<file path="config.mk">
export PLATFORM = sky130hd
export DESIGN_NAME = cpu_ctrl
export DESIGN_NICKNAME = d
export VERILOG_FILES = /design/src/rtl/cpu_ctrl_pkg.sv /design/src/rtl/cpu_ctrl_op_decode.sv /design/src/rtl/cpu_ctrl.sv
export SDC_FILE = /design/constraint.sdc
export NUM_CORES = 1
export LEC_CHECK = 0
export CORE_MARGIN = 1.5
export CORE_UTILIZATION = 48
export CTS_CLUSTER_DIAMETER = 80
export CTS_CLUSTER_SIZE = 14
export DETAILED_ROUTE_END_ITERATION = 16
export GPL_TIMING_DRIVEN = 0
export PLACE_DENSITY_LB_ADDON = 0.2
export SKIP_LAST_GASP = 1
export SLEW_MARGIN = 20
export SYNTH_ARGS = -nofsm -noshare
export SYNTH_HDL_FRONTEND = slang
export SYNTH_HIERARCHICAL = 1
export SYNTH_SLANG_ARGS = --single-unit
</file>
<file path="constraint.sdc">
create_clock -name clk -period 3.8 [get_ports clk]
set_input_delay 0.38 -clock clk [delete_from_list [all_inputs] [get_ports clk]]
set_output_delay 0.38 -clock clk [all_outputs]
set_load 0.005 [all_outputs]
</file>
<file path="src/rtl/cpu_ctrl_pkg.sv">
// Shared definitions for the Simple CPU v1 control path:
// opcode values, ALU operation codes and controller state encoding.
package cpu_ctrl_pkg;

    localparam logic [7:0] OP_NOP = 8'h00;
    localparam logic [7:0] OP_LDA = 8'h01;
    localparam logic [7:0] OP_STA = 8'h02;
    localparam logic [7:0] OP_ADD = 8'h03;
    localparam logic [7:0] OP_SUB = 8'h04;
    localparam logic [7:0] OP_JMP = 8'h05;
    localparam logic [7:0] OP_JZ  = 8'h06;
    localparam logic [7:0] OP_HLT = 8'hFF;

    localparam logic [1:0] ALU_PASS = 2'b00;
    localparam logic [1:0] ALU_ADD  = 2'b01;
    localparam logic [1:0] ALU_SUB  = 2'b10;

    typedef enum logic [1:0] {
        FETCH_OP  = 2'd0,
        FETCH_ARG = 2'd1,
        EXEC      = 2'd2,
        HALT      = 2'd3
    } state_e;

endpackage

</file>
<file path="src/rtl/cpu_ctrl_op_decode.sv">
// Combinational opcode decoder: maps an opcode byte to the
// instruction attributes the control FSM needs.
module op_decode
    import cpu_ctrl_pkg::*;
#(
    parameter int OPW = 8
) (
    input  logic [OPW-1:0] op,
    output logic           two_byte,
    output logic           is_mem_rd,
    output logic           is_mem_wr,
    output logic           is_jmp,
    output logic           is_jz,
    output logic           is_hlt,
    output logic           is_illegal,
    output logic [1:0]     alu_op
);

    always_comb begin
        two_byte   = 1'b0;
        is_mem_rd  = 1'b0;
        is_mem_wr  = 1'b0;
        is_jmp     = 1'b0;
        is_jz      = 1'b0;
        is_hlt     = 1'b0;
        is_illegal = 1'b0;
        alu_op     = ALU_PASS;
        unique case (op)
            OP_NOP: ;
            OP_LDA: begin
                two_byte  = 1'b1;
                is_mem_rd = 1'b1;
                alu_op    = ALU_PASS;
            end
            OP_STA: begin
                two_byte  = 1'b1;
                is_mem_wr = 1'b1;
            end
            OP_ADD: begin
                two_byte  = 1'b1;
                is_mem_rd = 1'b1;
                alu_op    = ALU_ADD;
            end
            OP_SUB: begin
                two_byte  = 1'b1;
                is_mem_rd = 1'b1;
                alu_op    = ALU_SUB;
            end
            OP_JMP: begin
                two_byte = 1'b1;
                is_jmp   = 1'b1;
            end
            OP_JZ: begin
                two_byte = 1'b1;
                is_jz    = 1'b1;
            end
            OP_HLT: is_hlt = 1'b1;
            default: is_illegal = 1'b1;
        endcase
    end

endmodule

</file>
<file path="src/rtl/cpu_ctrl.sv">
// Multi-cycle control FSM for the Simple CPU v1: sequences opcode
// fetch, operand fetch and execute against a mem_rdy handshake.
module cpu_ctrl
    import cpu_ctrl_pkg::*;
#(
    parameter int OPW = 8,
    parameter int DW  = 8
) (
    input  logic          clk,
    input  logic          rst,
    input  logic          run,
    input  logic [DW-1:0] mem_din,
    input  logic          mem_rdy,
    input  logic          zero,
    output logic          muxc,
    output logic          mem_rd,
    output logic          mem_wr,
    output logic          pc_inc,
    output logic          pc_ld,
    output logic          ir_ld,
    output logic          acc_ld,
    output logic [1:0]    alu_op,
    output logic          halted,
    output logic          illegal
);

    state_e         state_q, state_d;
    logic [OPW-1:0] opcode_q, opcode_d;
    logic           blank_q;

    logic [OPW-1:0] dec_op;
    logic           d_two_byte;
    logic           d_mem_rd;
    logic           d_mem_wr;
    logic           d_jmp;
    logic           d_jz;
    logic           d_hlt;
    logic           d_illegal;
    logic [1:0]     d_alu_op;

    // During opcode fetch the decision needs the byte on the bus,
    // afterwards the captured opcode.
    assign dec_op = (state_q == FETCH_OP) ? mem_din[OPW-1:0] : opcode_q;

    op_decode #(.OPW(OPW)) u_dec (
        .op         (dec_op),
        .two_byte   (d_two_byte),
        .is_mem_rd  (d_mem_rd),
        .is_mem_wr  (d_mem_wr),
        .is_jmp     (d_jmp),
        .is_jz      (d_jz),
        .is_hlt     (d_hlt),
        .is_illegal (d_illegal),
        .alu_op     (d_alu_op)
    );

    always_comb begin
        state_d  = state_q;
        opcode_d = opcode_q;
        muxc     = 1'b0;
        mem_rd   = 1'b0;
        mem_wr   = 1'b0;
        pc_inc   = 1'b0;
        pc_ld    = 1'b0;
        ir_ld    = 1'b0;
        acc_ld   = 1'b0;
        alu_op   = ALU_PASS;
        halted   = 1'b0;
        illegal  = 1'b0;
        // Outputs stay quiet during reset and the cycle right after it.
        if (!(rst || blank_q)) begin
            unique case (state_q)
                FETCH_OP: begin
                    if (run) begin
                        mem_rd = 1'b1;
                        if (mem_rdy) begin
                            pc_inc   = 1'b1;
                            opcode_d = dec_op;
                            state_d  = d_two_byte ? FETCH_ARG : EXEC;
                        end
                    end
                end
                FETCH_ARG: begin
                    mem_rd = 1'b1;
                    if (mem_rdy) begin
                        ir_ld   = 1'b1;
                        pc_inc  = 1'b1;
                        state_d = EXEC;
                    end
                end
                EXEC: begin
                    if (d_mem_rd) begin
                        muxc   = 1'b1;
                        mem_rd = 1'b1;
                        alu_op = d_alu_op;
                        if (mem_rdy) begin
                            acc_ld  = 1'b1;
                            state_d = FETCH_OP;
                        end
                    end else if (d_mem_wr) begin
                        muxc   = 1'b1;
                        mem_wr = 1'b1;
                        if (mem_rdy) state_d = FETCH_OP;
                    end else if (d_jmp) begin
                        pc_ld   = 1'b1;
                        state_d = FETCH_OP;
                    end else if (d_jz) begin
                        pc_ld   = zero;
                        state_d = FETCH_OP;
                    end else if (d_hlt || d_illegal) begin
                        state_d = HALT;
                    end else begin
                        state_d = FETCH_OP;
                    end
                end
                HALT: begin
                    halted  = 1'b1;
                    illegal = d_illegal;
                end
                default: state_d = FETCH_OP;
            endcase
        end
    end

    always_ff @(posedge clk) begin
        if (rst) begin
            state_q  <= FETCH_OP;
            opcode_q <= '0;
            blank_q  <= 1'b1;
        end else begin
            state_q  <= state_d;
            opcode_q <= opcode_d;
            blank_q  <= 1'b0;
        end
    end

endmodule

</file>
Yosys cells after proc, flatten, opt, wreduce, memory -nomap -nowiden
Cells that the tools add are included.
Storage, ports and cells
  register bits: 11
  bits of input ports: 13
  output and inout port bits: 11
  word-level logic and storage cells: 81
Cells by class
  bitwise operators: 1
  multiplexer cells: 54
  eq/ne operators: 13
  reduce and logical (&&, ||, !) cells: 10
Operators by type and width (count)
  2-to-1 mux 1 bit: 36
  2-to-1 mux 2 bit: 13
  equality test 8 x 3 -> 1 bit, second input constant: 3
  equality test 8 x 2 -> 1 bit, second input constant: 2
  equality test 8 x 1 -> 1 bit, second input constant: 1
  equality test 8 bit, second input constant: 1
  zero test 8 bit: 1
  2-to-1 mux 8 bit: 1
  OR reduction 8 bit: 1
  != test 2 bit, second input constant: 3
  one-hot mux 2 bit (3 select lines): 1
  OR reduction 6 bit: 1
  AND reduction 5 bit: 1
  equality test 2 bit, second input constant: 2
  one-hot mux 2 bit (2 select lines): 1
  AND reduction 4 bit: 1
  one-hot mux 1 bit (3 select lines): 1
  nonzero test 3 bit: 1
  OR reduction 3 bit: 1
  equality test 2 x 1 -> 1 bit, second input constant: 1
  zero test 2 bit: 1
  logical OR 1 bit: 2
  one-hot mux 1 bit (2 select lines): 1
  NOT 1 bit: 1

Longest topological paths before layout
Gate-level depths: netlist of the first run.
  word-level depth: 12
  depth in mapped cells: 13
  depth with buffers taken out: 10

By module
Netlist of the first run, hierarchy kept.
Modules (own cells, without submodules)
  cpu_ctrl: cells each 84, sequential area each 220.2 sq um, area an instance 775.7 sq um, times used 1
  op_decode: cells each 20, sequential area each 0.0 sq um, area an instance 153.9 sq um, times used 1

Worst setup path after synthesis of the first run
No wires, ideal clock.
  path type: register -> register
  start point: reg state_q[0]
  end point: reg state_q[1]
  slack: 1147 ps
  arrival time: 2585 ps
  period minus slack after synthesis: 2653 ps
  cell stages (with the launch flop): 13
  data required time: 3732 ps
  setup time: 68 ps
  path buffers: 2
  cells stage by stage: dfxtp_1 > inv_1 > ha_1 > buf_4 > mux2_1 > nor4_1 > nand2b_1 > buf_6 > nor4_2 > o21ba_1 > nand3_1 > a41o_1 > a21oi_2
On the way
  elaborated cells between the ends (all ways): 37
  those cells by class: eq/ne (12); mux (17); reduce/logical (8)
RTL lines
  from (decl): line cpu_ctrl.sv:27  | state_e state_q, state_d;
  from (signal assigned): line cpu_ctrl.sv:131  | state_q <= state_d;
  zero test 2 bit: line cpu_ctrl.sv:43  | assign dec_op = (state_q == FETCH_OP) ? mem_din[OPW-1:0] : opcode_q;
  2-to-1 mux 8 bit: line cpu_ctrl.sv:43
  via dec_op[4]: line cpu_ctrl.sv:31  | logic [OPW-1:0] dec_op;
  equality test 8 x 2 -> 1 bit: line cpu_ctrl_op_decode.sv:28  | unique case (op)
  2-to-1 mux 1 bit: line cpu_ctrl_op_decode.sv:28
  via d_mem_wr: line cpu_ctrl.sv:34  | logic d_mem_wr;
  2-to-1 mux 2 bit: line cpu_ctrl.sv:100  | end else if (d_mem_wr) begin
  2-to-1 mux 2 bit: line cpu_ctrl.sv:92  | if (d_mem_rd) begin
  one-hot mux 2 bit (3 select lines): line cpu_ctrl.sv:72  | unique case (state_q)
The timed path passes the listed nets, and every way through them passes these cells. The select of a mux whose other input is x is not followed.
A chain may end at the register's enable or synchronous reset.

Worst setup path in the final report of the first run
  start point: reg state_q[0]
  end point: out pc_ld
On the way
  longest elaborated chain between the ends: 10
  elaborated cells between the ends (all ways): 20
  those cells by class: eq/ne (7); mux (11); reduce/logical (2)
RTL lines
  zero test 2 bit: line cpu_ctrl.sv:43
  2-to-1 mux 8 bit: line cpu_ctrl.sv:43
  via dec_op[4]: line cpu_ctrl.sv:31
  equality test 8 x 3 -> 1 bit: line cpu_ctrl_op_decode.sv:28
  2-to-1 mux 1 bit: line cpu_ctrl_op_decode.sv:28
  via d_jz: line cpu_ctrl.sv:36  | logic d_jz;
  2-to-1 mux 1 bit: line cpu_ctrl.sv:107  | end else if (d_jz) begin
  2-to-1 mux 1 bit: line cpu_ctrl.sv:104  | end else if (d_jmp) begin
  2-to-1 mux 1 bit: line cpu_ctrl.sv:100
  2-to-1 mux 1 bit: line cpu_ctrl.sv:92
  2-to-1 mux 1 bit: line cpu_ctrl.sv:72
  2-to-1 mux 1 bit: line cpu_ctrl.sv:71  | if (!(rst || blank_q)) begin
  to (decl): line cpu_ctrl.sv:19  | output logic pc_ld,
The timed path passes the listed nets, and every way through them passes these cells.

==> metrics.cfg, run 1 <==
[outcome]
status=completed

[floorplan]
start_util=0.5270
rows=15
die_w_um=47.01
ios=24
die_h_um=47.01
core_um2=1764
dieArea_um2=2210

[clocking]
cts.clk_slew.worst_paths_ns=0.07
cts_num_sinks=11
cts_tree=built
cts_setup_buffers=0
h-tree-depth=1
root_buffer=clkbuf_4
clockBufferDepth=2
cts_buffers=3
clk_latency_ns=0.27

[final_layout]
final_util=0.7021
n_antenna_cell=0
syn_to_final_growth_pct=33.24
final_nets=150
fillers=154
drive_above_1_share=0.1603

[synthesis]
synthFlopType=dfxtp_1
synth_mux_area_frac=0.1830
seq_area_frac_synth=0.2369
async_reset_ff_frac=0
synthSimpleGateAreaFrac=0.3405
synth.net_count=122
synthCells=104
synth_compound_area_frac=0.1104
synth_fa_ha_area_frac=0.06729
syn-cell-area_um2=929.6
synth_warnings=6
synth_xor_xnor_area_share=0
postSynthAreaPerCell_um2=8.939
synth_cell_types=39
ys_ff_latch=11
synth-edff-count=0
synth_top_family_by_area=simple AND/OR/NAND/NOR gates

[critical_path]
reg2reg_depth=12
start_kind=flop
crit_arrival_ns=3.16
critical_path.endpoint_type=output pin
required_ns=3.42
critPathKind=flop to output pin
r2r_slack_ns=1.06
worstReg2RegEnd=state_q[1]$_SDFFE_PP0P_
r2r_start=state_q[0]$_SDFFE_PP0P_
cp_max_fo=10

[grt]
grt_pass1_wl_um=3394
grt_overflow=0
grt_max_degree=11
grt_usage=0.2143
grt_pass1_vias=833
antenna_found_initial=0

[pwr]
ir_worst_vdd_v=0.0002578
power_w=0.0002854
p_per_area_nw_per_um2=230.4
leakage_nw=0.4549

[timing]
slew_headroom=0.6902
max_freq_mhz=282.7
min_period_ns=3.538
setup_tns_ns=0
finalHoldViolCount=0
fin_crit_sh=0.9310
worst_slew_pin_slew_ns=0.4647
skew_ns=0.001563
slew_viol_final=0
setup_violations=0
rsz0062_at_grt=no
hold_ws_ns=0.4900

[run]
maxCapViolCount=0

[drt]
viasPerCell=5.551
ant_nets=0
route.detailed.drc=0
via_count=866
wl_um=1953
wl_per_cell_um=12.52
firstDrtPassIters=4
drt_iter0_drc=8

[placement]
io_buffers=23
hpwl_um=1591
routabilityCongestion=0.8476

[hold_path]
hold_end=opcode_q[6]$_SDFFE_PP0P_
min_path_cells=2
worstHoldStart=opcode_q[6]$_SDFFE_PP0P_
min_path_type=flop to flop

critical path: stages, from the launching register on:
cell             delay (ns)
dfxtp_2                0.37
inv_1                  0.08
ha_1                   0.24
buf_6                  0.16
mux2_1                 0.36
nor4_2                 0.29
nand2b_1               0.10
buf_6                  0.15
nor4b_4                0.24
a21oi_1                0.10
nor4_1                 0.24
clkdlybuf4s50_1        0.54
how the worst max path moves through the flow:
stage,from,end,cells past startpoint
after global routing,state_q[0]$_SDFFE_PP0P_,pc_ld,11
after global placement,state_q[0]$_SDFFE_PP0P_,mem_wr,10
after CTS,state_q[0]$_SDFFE_PP0P_,mem_wr,10
after floorplan,state_q[0]$_SDFFE_PP0P_,state_q[1]$_SDFFE_PP0P_,12
final,state_q[0]$_SDFFE_PP0P_,pc_ld,11
after detailed placement,state_q[0]$_SDFFE_PP0P_,mem_wr,10
placed cells by master, fill, tap and decap left out, drive strengths merged:
master         Yosys  final
a21oi              5      5
a221oi             1      1
a41o               1      1
and2               2      2
and3               6      6
and4               1      1
buf                4      4
clkbuf             1      5
clkdlybuf4s50      0     23
dfxtp             11     11
ha                 5      5
inv                4      4
mux2               8      8
mux2i              8      8
nand2              6      6
nand2b             4      4
nand3              1      1
nand3b             1      1
nand4              1      1
nor2              14     14
nor2b              1      1
nor3               5      5
nor3b              1      1
nor4               4      4
nor4b              1      1
o2111ai            1      1
o211ai             2      2
o21a               1      1
o21ai              1      1
o21ba              1      1
o22a               1      1
or2                1      1
timing repair:
item	4_1_cts	5_1_grt
gates resized for setup	0	5
endpoints found under the setup margin	0	4
hold buffers	0	0
endpoints found under the hold margin	0	0
cell usage after synthesis, types with 2 or more instances:
| cell | n | area share |
|---|---|---|
| a21oi_1 | 4 | 0.022 |
| and2_1 | 2 | 0.013 |
| and3_1 | 6 | 0.040 |
| dfxtp_1 | 11 | 0.24 |
| ha_1 | 5 | 0.067 |
| inv_1 | 4 | 0.016 |
| mux2_1 | 8 | 0.097 |
| mux2i_1 | 8 | 0.086 |
| nand2_1 | 6 | 0.024 |
| nand2b_1 | 4 | 0.027 |
| nor2_1 | 12 | 0.048 |
| nor3_2 | 4 | 0.043 |
| nor4_1 | 2 | 0.013 |
| nor4_2 | 2 | 0.027 |
| o211ai_1 | 2 | 0.016 |
routing by layer:
| metal | global-route usage | wire length (um) | vias up |
|---|---|---|---|
| li1 | - | - | 435 |
| met1 | 0.2517 | 852 | 409 |
| met2 | 0.3836 | 1011 | 20 |
| met3 | 0.06154 | 77 | 2 |
| met4 | 0.05000 | 11 | 0 |
| met5 | 0 | 0 | - |
cell families (layout without fill, tap and decap cells):
family	Yosys count	after routing
and+or+nand+nor	49	49
muxes	16	16
AOI/OAI and AO/OA	14	14
DFF	11	11
buffers and inverters	9	36
adders and majority gates	5	5
sequential cells by signal, summed over array words and instances (netlist names):
register and flops:
state_q 2, opcode_q 8, blank_q 1
metrics by stage:
step	cells	worst slack (ns)	instance area, um2
after CTS	156	0.08593	1217
after global placement	152	0.4839	1191
after floorplan	104	1.147	929.6
after detailed placement	152	0.3911	1191
final	156	0.2623	1239
after global routing	156	0.008016	1239
cell type report:
cell class | instances | area (um2) | area share
multi-input combinational | 84 | 666.9 | 0.5384
timing repair buffer | 23 | 230.2 | 0.1859
sequential | 11 | 222.7 | 0.1798
buffer | 5 | 46.29 | 0.03737
tap | 25 | 31.28 | 0.02525
clock buffer | 4 | 26.28 | 0.02121
inverter | 4 | 15.01 | 0.01212
power breakdown:
group,internal (W),switching [W],leakage (nW)
combinational,0.0000400,0.0000430,0.350
clock,0.0000407,0.0000395,0.0150
sequential,0.000119,0.00000318,0.0903
No activity file was read; power rests on OpenSTA's default activity.
==> run 2: changes to the inputs <==
--- a/config.mk
+++ b/config.mk
@@ -10,6 +10,7 @@
 export CTS_CLUSTER_DIAMETER = 80
 export CTS_CLUSTER_SIZE = 14
 export DETAILED_ROUTE_END_ITERATION = 16
+export GPL_ROUTABILITY_DRIVEN = 0
 export GPL_TIMING_DRIVEN = 0
 export PLACE_DENSITY_LB_ADDON = 0.2
 export SKIP_LAST_GASP = 1
==> results of run 2 <==
No change in the layout: final DEF, timing and power equal those of run 1.
==> run 3: changes to the inputs <==
--- a/config.mk
+++ b/config.mk
@@ -8,7 +8,6 @@
 export CORE_MARGIN = 1.5
 export CORE_UTILIZATION = 48
 export CTS_CLUSTER_DIAMETER = 80
-export CTS_CLUSTER_SIZE = 14
 export DETAILED_ROUTE_END_ITERATION = 16
 export GPL_ROUTABILITY_DRIVEN = 0
 export GPL_TIMING_DRIVEN = 0
==> results of run 3 <==
No change in the layout: final DEF, timing and power equal those of run 1.
==> RTL edit 1 (config.mk and constraints of run 2) <==
Encoding of `state_e`: now one-hot (4 bits for 4 states).
--- a/src/rtl/cpu_ctrl_pkg.sv
+++ b/src/rtl/cpu_ctrl_pkg.sv
@@ -15,11 +15,11 @@
     localparam logic [1:0] ALU_ADD  = 2'b01;
     localparam logic [1:0] ALU_SUB  = 2'b10;
 
-    typedef enum logic [1:0] {
-        FETCH_OP  = 2'd0,
-        FETCH_ARG = 2'd1,
-        EXEC      = 2'd2,
-        HALT      = 2'd3
+    typedef enum logic [3:0] {
+        FETCH_OP  = 4'b0001,
+        FETCH_ARG = 4'b0010,
+        EXEC      = 4'b0100,
+        HALT      = 4'b1000
     } state_e;
 
 endpackage
Formal check against the unedited RTL: same outputs for any inputs over 10 cycles, from zero or initial values and one cycle with rst high; not proved beyond that.
==> RTL edit 1 against run 2 <==
- power grew 20%
- global-route usage shrank 1.4 points
- routed wire length grew 16%
- setup slack lost 36 ps
- sequential cell count grew 2
- design area grew 4.0%
- register-to-register slack lost 90 ps
- fmax shrank 1.0%
- synthesized area grew 6.2%
- critical path type unchanged
- critical endpoint unchanged
==> RTL edit 1: results <==
outcome:
  status: "completed"
placement:
  dp_cells: 169
  hpwl_um: 1770
  post-place-ws_ps: 359
  placed_cell_area_um2: 1250
synth:
  yosysUniqueCellTypes: 38
  synth_compound_area_share_pct: 12.0
  ys_seq_area_share_pct: 26.4
  synthDominantCellAreaShare_pct: 26.4
  synth_area_leaders: "dfxtp_1, mux2i_1, mux2_2, nor2_1, and3_1"
  synth-adder-area-share_pct: 0
  synth_nets: 132
  synth.avg_cell_area_um2: 8.30
  synthMuxAreaShare_pct: 18.3
  synth_commonest_cells: "nor2_1, dfxtp_1, mux2i_1, nand2_1, mux2_2"
critical_path:
  r2r-end: "state_q[2]$_SDFFE_PP0P_"
  rr_worst_depth: 13
  r2r_slack_ps: 970
  cp_max_fo: 10
  crit_start: "state_q[1]$_SDFFE_PP0P_"
  path_delay_family: "simple AND/OR/NAND/NOR gates"
  cp.arrival_ps: 3190
  cpPeakStageDelay_ps: 560
  r2r_start: "state_q[1]$_SDFFE_PP0P_"
detailed_routing:
  vias: 947
  detail_route.wirelength_um: 2260
  drtIter0Drc: 5
  wl_met2_um: 1100
  met1_length_um: 1070
  wl_per_cell_um: 13.1
  met3_wirelength_um: 87
  dr.max_layer_used: "met4"
global_route:
  grt.met1_usage_pct: 23.5
  grt_util_met2_pct: 36.1
  met3_usage_pct: 3.70
  grt_pass1_vias: 895
  grt_pass1_wl_um: 3780
  grt_use_total_pct: 20.0
timing:
  holdWs_ps: 498
  slew_headroom_pct: 69.5
  fin_worst_skew_ps: 2.09
  period_minus_slack_ps: 3570
hold_path:
  min_delay_worst_endpoint: "state_q[2]$_SDFFE_PP0P_"
  min_from: "blank_q$_DFF_P_"
finish:
  fillerInstances: 183
  drive_gt1_share_pct: 16.4
  reg_top3: "opcode_q x8, state_q x4, blank_q x1"
  nets: 160
power:
  p_leak_nw: 0.442
  vdd.ir_drop.worst_v: 0.000225
clocking:
  postCtsSetupBuffers: 0
  clk_pin_slew_worst_paths_ps: 80
RTL edit 1: cell type report:
cell class | count | area [um^2] | area share [%]
repair buffers | 23 | 230 | 17.9
clock buffers | 4 | 26.3 | 2.04
plain buffers | 5 | 51.3 | 3.98
inverters | 3 | 11.3 | 0.874
flip-flops and latches | 13 | 260 | 20.2
well taps | 27 | 33.8 | 2.62
multi-input cells | 98 | 676 | 52.4
RTL edit 1: cells by family after synthesis:
logic type             count (synthesis)
and+or+nand+nor                       63
AOI/OAI and AO/OA                     18
buffers and inverters                  8
DFF                                   13
muxes                                 17
RTL edit 1: power breakdown:
group	total (mW)	switching (mW)	leakage (nW)	internal [mW]
registers	0.145	0.00373	0.106	0.141
clock network	0.0826	0.0420	0.0150	0.0406
logic	0.117	0.0605	0.321	0.0560
total	0.344	0.106	0.442	0.237
RTL edit 1: timing repair:
item,4_1_cts,5_1_grt
setup endpoints to repair,0,5
resized for setup,0,2
hold endpoints to repair,0,0
==> RTL edit 2 (flow settings as in run 2) <==
Made on the original files. `OPW` is set to 8 in 2 places; all go to 4.
--- a/src/rtl/cpu_ctrl_op_decode.sv
+++ b/src/rtl/cpu_ctrl_op_decode.sv
@@ -3,7 +3,7 @@
 module op_decode
     import cpu_ctrl_pkg::*;
 #(
-    parameter int OPW = 8
+    parameter int OPW = 4
 ) (
     input  logic [OPW-1:0] op,
     output logic           two_byte,
--- a/src/rtl/cpu_ctrl.sv
+++ b/src/rtl/cpu_ctrl.sv
@@ -3,7 +3,7 @@
 module cpu_ctrl
     import cpu_ctrl_pkg::*;
 #(
-    parameter int OPW = 8,
+    parameter int OPW = 4,
     parameter int DW  = 8
 ) (
     input  logic          clk,
Formal check against the unedited RTL: not equivalent (a bounded check fails within 4 cycles, from zero or initial values and one cycle with rst high).
==> RTL edit 2 against run 2 <==
- critical endpoint is now mem_rd
- design area fell by 26%
- setup slack improved by 310 ps
- sequential cell count decreased by 4
- synthesized area is 26% lower
- cell count shrank 27%
- routed wire length is 18% lower
- power shrank 13%
- clock skew is 1.0 ps lower
- hold slack better by 6.0 ps
- clock power shrank 14%
- fmax increased by 9.6%
==> RTL edit 2: results <==
detailed_routing:
  vias: 650
  wl_per_cell_um: 14.1
  vias_per_cell: 5.70
power:
  p_clk_mw: 0.0687
  pg_comb_mw: 0.0995
  swShare_pct: 33.5
  intPower_mw: 0.165
  p_leak_nw: 0.418
  vdd.ir_drop.worst_v: 0.000252
finish:
  nMultiInputCombCells: 62
  multiInputGateArea_um2: 505
  nets: 118
  areaGrowthSynthToFinish_pct: 34.2
  fillerInstances: 103
  seq_cells: 7
  reg_top3: "opcode_q x4, state_q x2, blank_q x1"
  seq_area_um2: 140
  clock_area_share_pct: 2.85
synth:
  synth_area_leaders: "dfxtp_1, ha_1, mux2_2, mux2i_1, nor2_1"
  synth_commonest_cells: "nor2_1, dfxtp_1, ha_1"
  ys_seq_area_share_pct: 20.4
  synthCells: 76
  synth.avg_cell_area_um2: 9.04
  synth_nets: 94
  yosysUniqueCellTypes: 35
clocking:
  cts_buffers: 3
  clk_pin_slew_worst_paths_ps: 50
  insertion_delay_ps: 250
critical_path:
  r2r_slack_ps: 1230
  cpPeakStageDelay_ps: 510
  cp-endpoint: "mem_rd"
  r2r-end: "state_q[1]$_SDFFE_PP0P_"
  cp.arrival_ps: 2850
  rr_worst_depth: 9
  cp_max_fo: 8
global_route:
  grt_pass1_wl_um: 2510
  grt_pass1_vias: 602
  grt_use_total_pct: 22.9
placement:
  dp_cells: 110
  placed_cell_area_um2: 896
  hpwl_um: 1220
  post-place-ws_ps: 839
timing:
  setup_ws_ps: 573
  slew_headroom_pct: 63.6
  holdWs_ps: 496
  fin_worst_skew_ps: 0.516
outcome:
  status: "completed"
[RTL edit 2: cell types whose count changed after synthesis, moves of 4 or more]
cell,delta
mux2_1,-8
dfxtp_1,-4
nor2_1,-4
mux2i_1,-4
mux2_2,+4
[RTL edit 2: per-layer routing]
metal	up-vias	part of all wire [%]	wire [um]	GRT usage [%]
met4	0	0	0	2.50
met3	0	3.7	59	8.15
met2	12	53	853	41.0
met5	-	0	0	0
met1	310	43	692	26.4
li1	328	-	-	-
[RTL edit 2: kinds of logic (layout without fill, tap and decap cells)]
logic type	count (synthesis)	in the layout	synth area share, %
AND/OR/NAND/NOR	39	39	39.5
AO/OA/AOI/OAI	9	9	12.0
multiplexers	8	8	12.4
flip-flops	7	7	20.4
buffers and inverters	7	30	6.01
adder cells (fa/ha/maj)	5	5	9.11
other	1	1	0.546
